## src/rtl/mem_stage.sv

```systemverilog
// mem_stage: RV32I MEM stage running loads/stores byte-serially over an 8-bit bus.
// Optional MEM_ALIGN_CHECK_EN rejects misaligned H/W accesses in IDLE with a misalign_err pulse.
module mem_stage #(
  parameter int ADDR_W = 32,
  parameter int DATA_W = 32
) (
  input  logic              clk,
  input  logic              rst,
  input  logic              rdy,
  input  logic              ex_we,
  input  logic [4:0]        ex_waddr,
  input  logic [DATA_W-1:0] ex_wdata,
  input  logic [1:0]        ex_mem_op,
  input  logic [2:0]        ex_funct3,
  input  logic [DATA_W-1:0] ex_store_data,
  output logic              mem_we,
  output logic [4:0]        mem_waddr,
  output logic [DATA_W-1:0] mem_wdata,
  output logic              stall_req,
  output logic              bus_req,
  output logic              bus_rw,
  output logic [ADDR_W-1:0] bus_addr,
  output logic [7:0]        bus_dout,
  input  logic [7:0]        bus_din,
  input  logic              bus_ack,
  output logic              misalign_err
);

  typedef enum logic [1:0] {IDLE = 2'd0, ACCESS = 2'd1, DONE = 2'd2} state_e;

  state_e            state_q, state_d;
  logic [1:0]        cnt_q, cnt_d, last_q, last_d;
  logic [ADDR_W-1:0] addr_q, addr_d;
  logic [2:0]        funct3_q, funct3_d;
  logic [DATA_W-1:0] sdata_q, sdata_d, acc_q, acc_d;
  logic [4:0]        waddr_q, waddr_d;
  logic              we_q, we_d, store_q, store_d;

  logic              is_ld, is_st, is_mem, misalign;
  logic [1:0]        last_idx;
  logic [ADDR_W-1:0] ex_addr;
  logic [DATA_W-1:0] load_val;

  assign is_ld   = (ex_mem_op == 2'b01);
  assign is_st   = (ex_mem_op == 2'b10);
  assign is_mem  = is_ld | is_st;
  assign ex_addr = ex_wdata[ADDR_W-1:0];

  // Index of the final byte; reserved widths fall back to a full word.
  always_comb begin
    last_idx = 2'd3;
    case (ex_funct3)
      3'b000:  last_idx = 2'd0;
      3'b001:  last_idx = 2'd1;
      3'b100:  last_idx = is_ld ? 2'd0 : 2'd3;
      3'b101:  last_idx = is_ld ? 2'd1 : 2'd3;
      default: last_idx = 2'd3;
    endcase
  end

`ifdef MEM_ALIGN_CHECK_EN
  assign misalign = is_mem &&
                    (((last_idx == 2'd1) && ex_addr[0]) ||
                     ((last_idx == 2'd3) && (ex_addr[1:0] != 2'b00)));
`else
  assign misalign = 1'b0;
`endif

  always_comb begin
    load_val = acc_q;
    case (funct3_q)
      3'b000:  load_val = {{24{acc_q[7]}}, acc_q[7:0]};
      3'b100:  load_val = {24'd0, acc_q[7:0]};
      3'b001:  load_val = {{16{acc_q[15]}}, acc_q[15:0]};
      3'b101:  load_val = {16'd0, acc_q[15:0]};
      default: load_val = acc_q;
    endcase
  end

  always_ff @(posedge clk or posedge rst) begin
    if (rst) begin
      state_q  <= IDLE;
      cnt_q    <= 2'd0;
      last_q   <= 2'd0;
      addr_q   <= '0;
      funct3_q <= 3'd0;
      sdata_q  <= '0;
      acc_q    <= '0;
      waddr_q  <= 5'd0;
      we_q     <= 1'b0;
      store_q  <= 1'b0;
    end else begin
      state_q  <= state_d;
      cnt_q    <= cnt_d;
      last_q   <= last_d;
      addr_q   <= addr_d;
      funct3_q <= funct3_d;
      sdata_q  <= sdata_d;
      acc_q    <= acc_d;
      waddr_q  <= waddr_d;
      we_q     <= we_d;
      store_q  <= store_d;
    end
  end

  always_comb begin
    state_d  = state_q;
    cnt_d    = cnt_q;
    last_d   = last_q;
    addr_d   = addr_q;
    funct3_d = funct3_q;
    sdata_d  = sdata_q;
    acc_d    = acc_q;
    waddr_d  = waddr_q;
    we_d     = we_q;
    store_d  = store_q;
    if (rdy) begin
      case (state_q)
        IDLE: begin
          if (is_mem && !misalign) begin
            state_d  = ACCESS;
            cnt_d    = 2'd0;
            last_d   = last_idx;
            addr_d   = ex_addr;
            funct3_d = ex_funct3;
            sdata_d  = ex_store_data;
            acc_d    = '0;
            waddr_d  = ex_waddr;
            we_d     = ex_we;
            store_d  = is_st;
          end
        end
        ACCESS: begin
          if (bus_ack) begin
            if (!store_q) acc_d[{cnt_q, 3'b000} +: 8] = bus_din;
            if (cnt_q == last_q) state_d = DONE;
            else                 cnt_d   = cnt_q + 2'd1;
          end
        end
        DONE:    state_d = IDLE;
        default: state_d = IDLE;
      endcase
    end
  end

  // Outputs are forced low while rst is held, even if EX presents a memory op.
  always_comb begin
    mem_we       = 1'b0;
    mem_waddr    = 5'd0;
    mem_wdata    = '0;
    stall_req    = 1'b0;
    bus_req      = 1'b0;
    bus_rw       = 1'b0;
    bus_addr     = '0;
    bus_dout     = 8'd0;
    misalign_err = 1'b0;
    if (!rst) begin
      case (state_q)
        IDLE: begin
          if (!is_mem) begin
            mem_we    = ex_we;
            mem_waddr = ex_waddr;
            mem_wdata = ex_wdata;
          end else if (misalign) begin
            misalign_err = 1'b1;
          end else begin
            stall_req = 1'b1;
          end
        end
        ACCESS: begin
          stall_req = 1'b1;
          bus_req   = 1'b1;
          bus_rw    = store_q;
          bus_addr  = addr_q + {{(ADDR_W-2){1'b0}}, cnt_q};
          bus_dout  = store_q ? sdata_q[{cnt_q, 3'b000} +: 8] : 8'd0;
        end
        DONE: begin
          if (!store_q) begin
            mem_we    = we_q;
            mem_waddr = waddr_q;
            mem_wdata = load_val;
          end
        end
        default: ;
      endcase
    end
  end

endmodule

```

## config.mk

```make
export PLATFORM = sky130hd
export DESIGN_NAME = mem_stage
export DESIGN_NICKNAME = d
export VERILOG_FILES = /design/src/rtl/mem_stage.sv
export SDC_FILE = /design/constraint.sdc
export NUM_CORES = 1
export LEC_CHECK = 0
export CAP_MARGIN = 15
export CORE_AREA = 5 5 152 154
export DETAILED_ROUTE_END_ITERATION = 8
export DIE_AREA = 0 0 157 159
export DONT_BUFFER_PORTS = 1
export PLACE_DENSITY = 0.42
export SETUP_SLACK_MARGIN = 0.15
export SLEW_MARGIN = 5
export SYNTH_ARGS = -nofsm -noshare
export SYNTH_HDL_FRONTEND = slang
export SYNTH_SLANG_ARGS = --single-unit
```

## constraint.sdc

```tcl
create_clock -name clk -period 4.8 [get_ports clk]
set_clock_uncertainty 0.15 [all_clocks]
set_input_delay 0.96 -clock clk [delete_from_list [all_inputs] [get_ports clk]]
set_output_delay 0.96 -clock clk [all_outputs]
set_load 0.02 [all_outputs]
```

# After elaboration in Yosys (flattened, before gate mapping)
# Cells that the tools add are included.
# totals
regBits	112
elab_cells	82
inputBits	87
# classes
n_mux	41
shift	3
eq_ne	16
addsub	3
reduce_logical	8
bitwise	1
# op_table
op	count
32-bit two-way mux	8
32-bit one-hot mux with 2 select lines	2
32-bit one-hot mux with 4 select lines	1
32-bit by 2-bit adder with 32-bit output	1
32-bit bitwise mux	1
8-bit by 7-bit variable shift with 32-bit output (first input constant)	1
32-bit by 6-bit variable part select with 8-bit output	1
8-bit by 7-bit variable part select with 32-bit output	1
8-bit two-way mux	3
2-bit two-way mux	8
5-bit two-way mux	3
3-bit == test (second input constant)	4
2-bit != test (second input constant)	5
5-bit one-hot mux with 2 select lines	1
5-bit AND reduction	2
1-bit two-way mux	9
2-bit one-hot mux with 2 select lines	2
2-bit one-hot mux with 4 select lines	1
5-bit negator with 7-bit output	1
3-bit by 1-bit == test with 1-bit output (second input constant)	2
3-bit zero test	2
2-bit by 1-bit == test with 1-bit output (second input constant)	2
2-bit == test (second input constant)	2
1-bit one-hot mux with 2 select lines	2
other kinds (7)	7

# Depth between registers and ports, before layout
# depth
word_depth	6
mapped_depth	8
mapped_depth_nobuf	6

# Worst setup path before layout
# No wires, ideal clock.
# synth_path
path_type	input to output
start	input ex_mem_op[0]
end	output mem_waddr[0]
arrival_ns	2.534
required_ns	3.690
cell_stages	8
path_slack_ns	1.156
path_cell_list	inv_1 -> ha_1 -> nor2b_1 -> and2_1 -> clkbuf_1 -> clkbuf_1 -> a22oi_1 -> nor2_1
# synth_between
elab_chain_cells	5
# synth_rtl
item	line_no	source
start, declared	13	input logic [1:0] ex_mem_op,
2-bit by 1-bit == test with 1-bit output / 2-bit == test (equally long branches)	44, 45	
1-bit OR *	46	assign is_mem = is_ld | is_st;
5-bit two-way mux *	160	if (!is_mem) begin
5-bit one-hot mux with 2 select lines *	158	case (state_q)
5-bit two-way mux *	157	if (!rst) begin
end, declared	17	output logic [4:0] mem_waddr,
# Mark *: on every way between the ends. The rest lies on a longest branch, timed or not.

# Worst setup path after layout
# layout_path
start	register cnt_q[1]
end	output bus_addr[16]
# layout_between
elab_chain_cells	3
# layout_rtl
item	line_no	source
start, declared	32	logic [1:0] cnt_q, cnt_d, last_q, last_d;
start signal, assigned	94	cnt_q <= cnt_d;
32-bit by 2-bit adder with 32-bit output	174	bus_addr = addr_q + {{(ADDR_W-2){1'b0}}, cnt_q};
32-bit two-way mux	158	
32-bit two-way mux	157	
end, declared	22	output logic [ADDR_W-1:0] bus_addr,
# Every way passes these cells.

==> results.yml <==
synthesis:
  synth_fp_nets: 744
  synth_edf_count: 0
  yosysSeqAreaShare_pct: 44.0
  synth_area_leader_cell: "dfrtp_1"
  syn_avg_cell_area_um2: 9.83
  ys_ff_latch: 112
  netlist_area_mm2: 0.00637
  synth_top_area_share_pct: 44.0
  async_flop_share_pct: 100
  netlist_instances: 648
  yosys_warnings: 0
  ys.flop_type: "dfrtp_1"
  ys_types: 53
  synthTopCellsByArea: "dfrtp_1 44%, mux2_2 13%, nand2_1 4.5%, nor2_1 3.3%, mux4_2 2.8%"
route:
  antenna_left: 0
  firstDrtPassIters: 5
  drcViolationCount: 0
  route.detailed.wl_per_inst_um: 21.0
  vias: 4903
  drt_iter0_drc: 275
  wl_um: 19100
  viasPerCell: 5.37
place:
  dp_slack_ns: 0.947
  place.port_buffers: 0
  routabilityCongestion: 0.788
  dp.cells: 896
  dp_hpwl_um: 14400
layout:
  nets: 724
  layout-drive-gt1-share_pct: 19.4
  layout_common_cells: "112 x dfrtp_1, 77 x nand2_1, 71 x mux2_2"
  layout_commonest_cell: "dfrtp_1"
  diodes: 0
  fin_cells: 913
  area_growth_pct: 9.46
hold_path:
  hp-class: "primary input to async pin"
sta:
  setup_ws_ns: 0.573
  setup_viol: 0
  whs_ns: 0.320
  tightest_slew_ns: 1.07
  grt_setup_unrepaired: "no"
  fmax_mhz: 237
  maxSlewViolCount: 0
  tns_ns: 0
  slew_headroom_pct: 28.9
  fin_crit_ns: 4.23
  period_share_pct: 88.1
  hold_violations: 0
outcome:
  outcome: "finished, final reports clean"
grt:
  grt_pass1_wl_um: 29600
  track_usage_pct: 15.2
  grt_max_degree: 82
  grt_overflow: 0
  grt_pass1_vias: 4914
  grt_antenna_before_repair: 0
worst_setup_path:
  criticalPathCategory: "register to output pin"
  cp_max_fo: 14
  end_kind: "output pin"
  worstSetupEndpoint: "bus_addr[16]"
  startpoint: "cnt_q[1]$_DFFE_PP0P_"
  cp.required_ns: 3.69
  worstPathArrival_ns: 3.12
  startpoint_type: "register"
  r2r_end: "acc_q[4]$_DFFE_PP0P_"
  r2r_cells: 4
  r2r_slack_ns: 2.13
  r2r-start: "cnt_q[1]$_DFFE_PP0P_"
power_and_ir_drop:
  power_density_mw_per_mm2: 596
  cell_internal_pwr_mw: 2.46
  switching_share_pct: 40.8
  clockPowerShare_pct: 19.6
  p_switching_mw: 1.70
  power_leakage_nw: 2.68
  p_seq_share_pct: 41.7
  combPwrFrac_pct: 38.6
  ir_drop_mv: 0.203
floorplanning:
  start_util_pct: 29.6
  core_mm2: 0.0216
  fp.dieW_um: 157
  ios: 169
  die-area_mm2: 0.0250
  die_h_um: 159
  core.rowCount: 54
run:
  cap_violations: 0
cts:
  postCtsSetupRepairBufs: 0
  numCtsBuffers: 9
  clk_path_buf_depth: 2
  clockRootBuffer: "clkbuf_16"
  insertion_delay_ns: 0.36
  cts_sinks: 112
  cts_max_level: 3
  cts_hold_buf: 0
  cts_tree: "built"
  cts.repair.resized: 0
  clkTransAtPathRegs_ns: 0.08
## logic make-up after synthesis
logic type	share of synthesized area (%)
AOI/OAI and AO/OA	13.2
xor gates and xnor gates	1.92
adders and majority gates	1.89
buffers and inverters	4.28
DFF	44.0
muxes	16.5
other	0.0588
and+or+nand+nor	18.2
## metal layers
layer  GRT usage (%)  vias to the layer above  part of all wire, %
li1                -                     2301                    -
met1            19.5                     2426                   43
met2            24.7                      160                   48
met3            4.48                       16                  7.3
met4            4.77                        0                  1.6
met5               0                        -                    0
## Yosys cell counts, types with 7 or more instances
master	number
a21oi_1	28
a22oi_1	14
a32oi_1	16
and3_1	10
buf_2	11
clkbuf_1	32
dfrtp_1	112
ha_1	8
inv_1	21
mux2_2	71
mux2i_1	7
mux4_2	8
nand2_1	77
nand2b_1	21
nand3_1	13
nand4_1	9
nor2_1	56
nor4_1	9
o21ai_0	30
o31ai_1	24
or4_1	8
xnor2_1	9
## worst min path at each step
stage                                       end  slack (ns)  cells past startpoint
after global routing       acc_q[1]$_DFFE_PP0P_        0.34                      1
after detailed placement  acc_q[30]$_DFFE_PP0P_        0.31                      2
after global placement    acc_q[16]$_DFFE_PP0P_        0.31                      2
final                      acc_q[5]$_DFFE_PP0P_        0.32                      1
after floorplan           acc_q[24]$_DFFE_PP0P_        0.29                      2
after CTS                  acc_q[1]$_DFFE_PP0P_        0.32                      1
## layout make-up
| class | count | area, um2 |
|---|---|---|
| clock inverter | 5 | 63.8 |
| clock buffer | 11 | 253 |
| fill | 2234 | 14600 |
| sequential | 112 | 2800 |
| tap | 280 | 350 |
| multi-input combinational | 468 | 3300 |
| timing repair buffer | 16 | 120 |
| inverter | 21 | 81.3 |
## worst max-delay path, cell delays in order, from the launching register on
cell and delay, ns:
dfrtp_1 0.83, fa_1 0.37, and3_1 0.28, nand2_1 0.28
or4_1 0.57, a21oi_1 0.43
## state kept, by name, summed over array words and instances, names as in the netlist
| name | cells |
|---|---|
| state_q | 2 |
| store_q | 1 |
| waddr_q | 5 |
| sdata_q | 32 |
| funct3_q | 3 |
| cnt_q | 2 |
| addr_q | 32 |
| last_q | 2 |
| acc_q | 32 |
| we_q | 1 |
## power groups by stage
stage / clock, mW / sequential, mW / combinational, mW
3_5_place_dp: 0 / 1.76 / 1.62
4_1_cts: 0.842 / 1.74 / 1.62
3_3_place_gp: 0 / 1.74 / 1.60
2_1_floorplan: 0 / 1.57 / 1.38
5_1_grt: 0.874 / 1.80 / 1.77
6_report: 0.815 / 1.73 / 1.61
## per-stage QoR
step / area [um2] / util, % / power [mW]
after floorplan: 6370 / - / 2.95
after global placement: 6650 / 30.9 / 3.34
after detailed placement: 6650 / 30.9 / 3.38
after CTS: 6970 / 32.3 / 4.20
after global routing: 6980 / 32.4 / 4.45
final: 6980 / 32.4 / 4.16
Power figures use the tool's default switching activity.
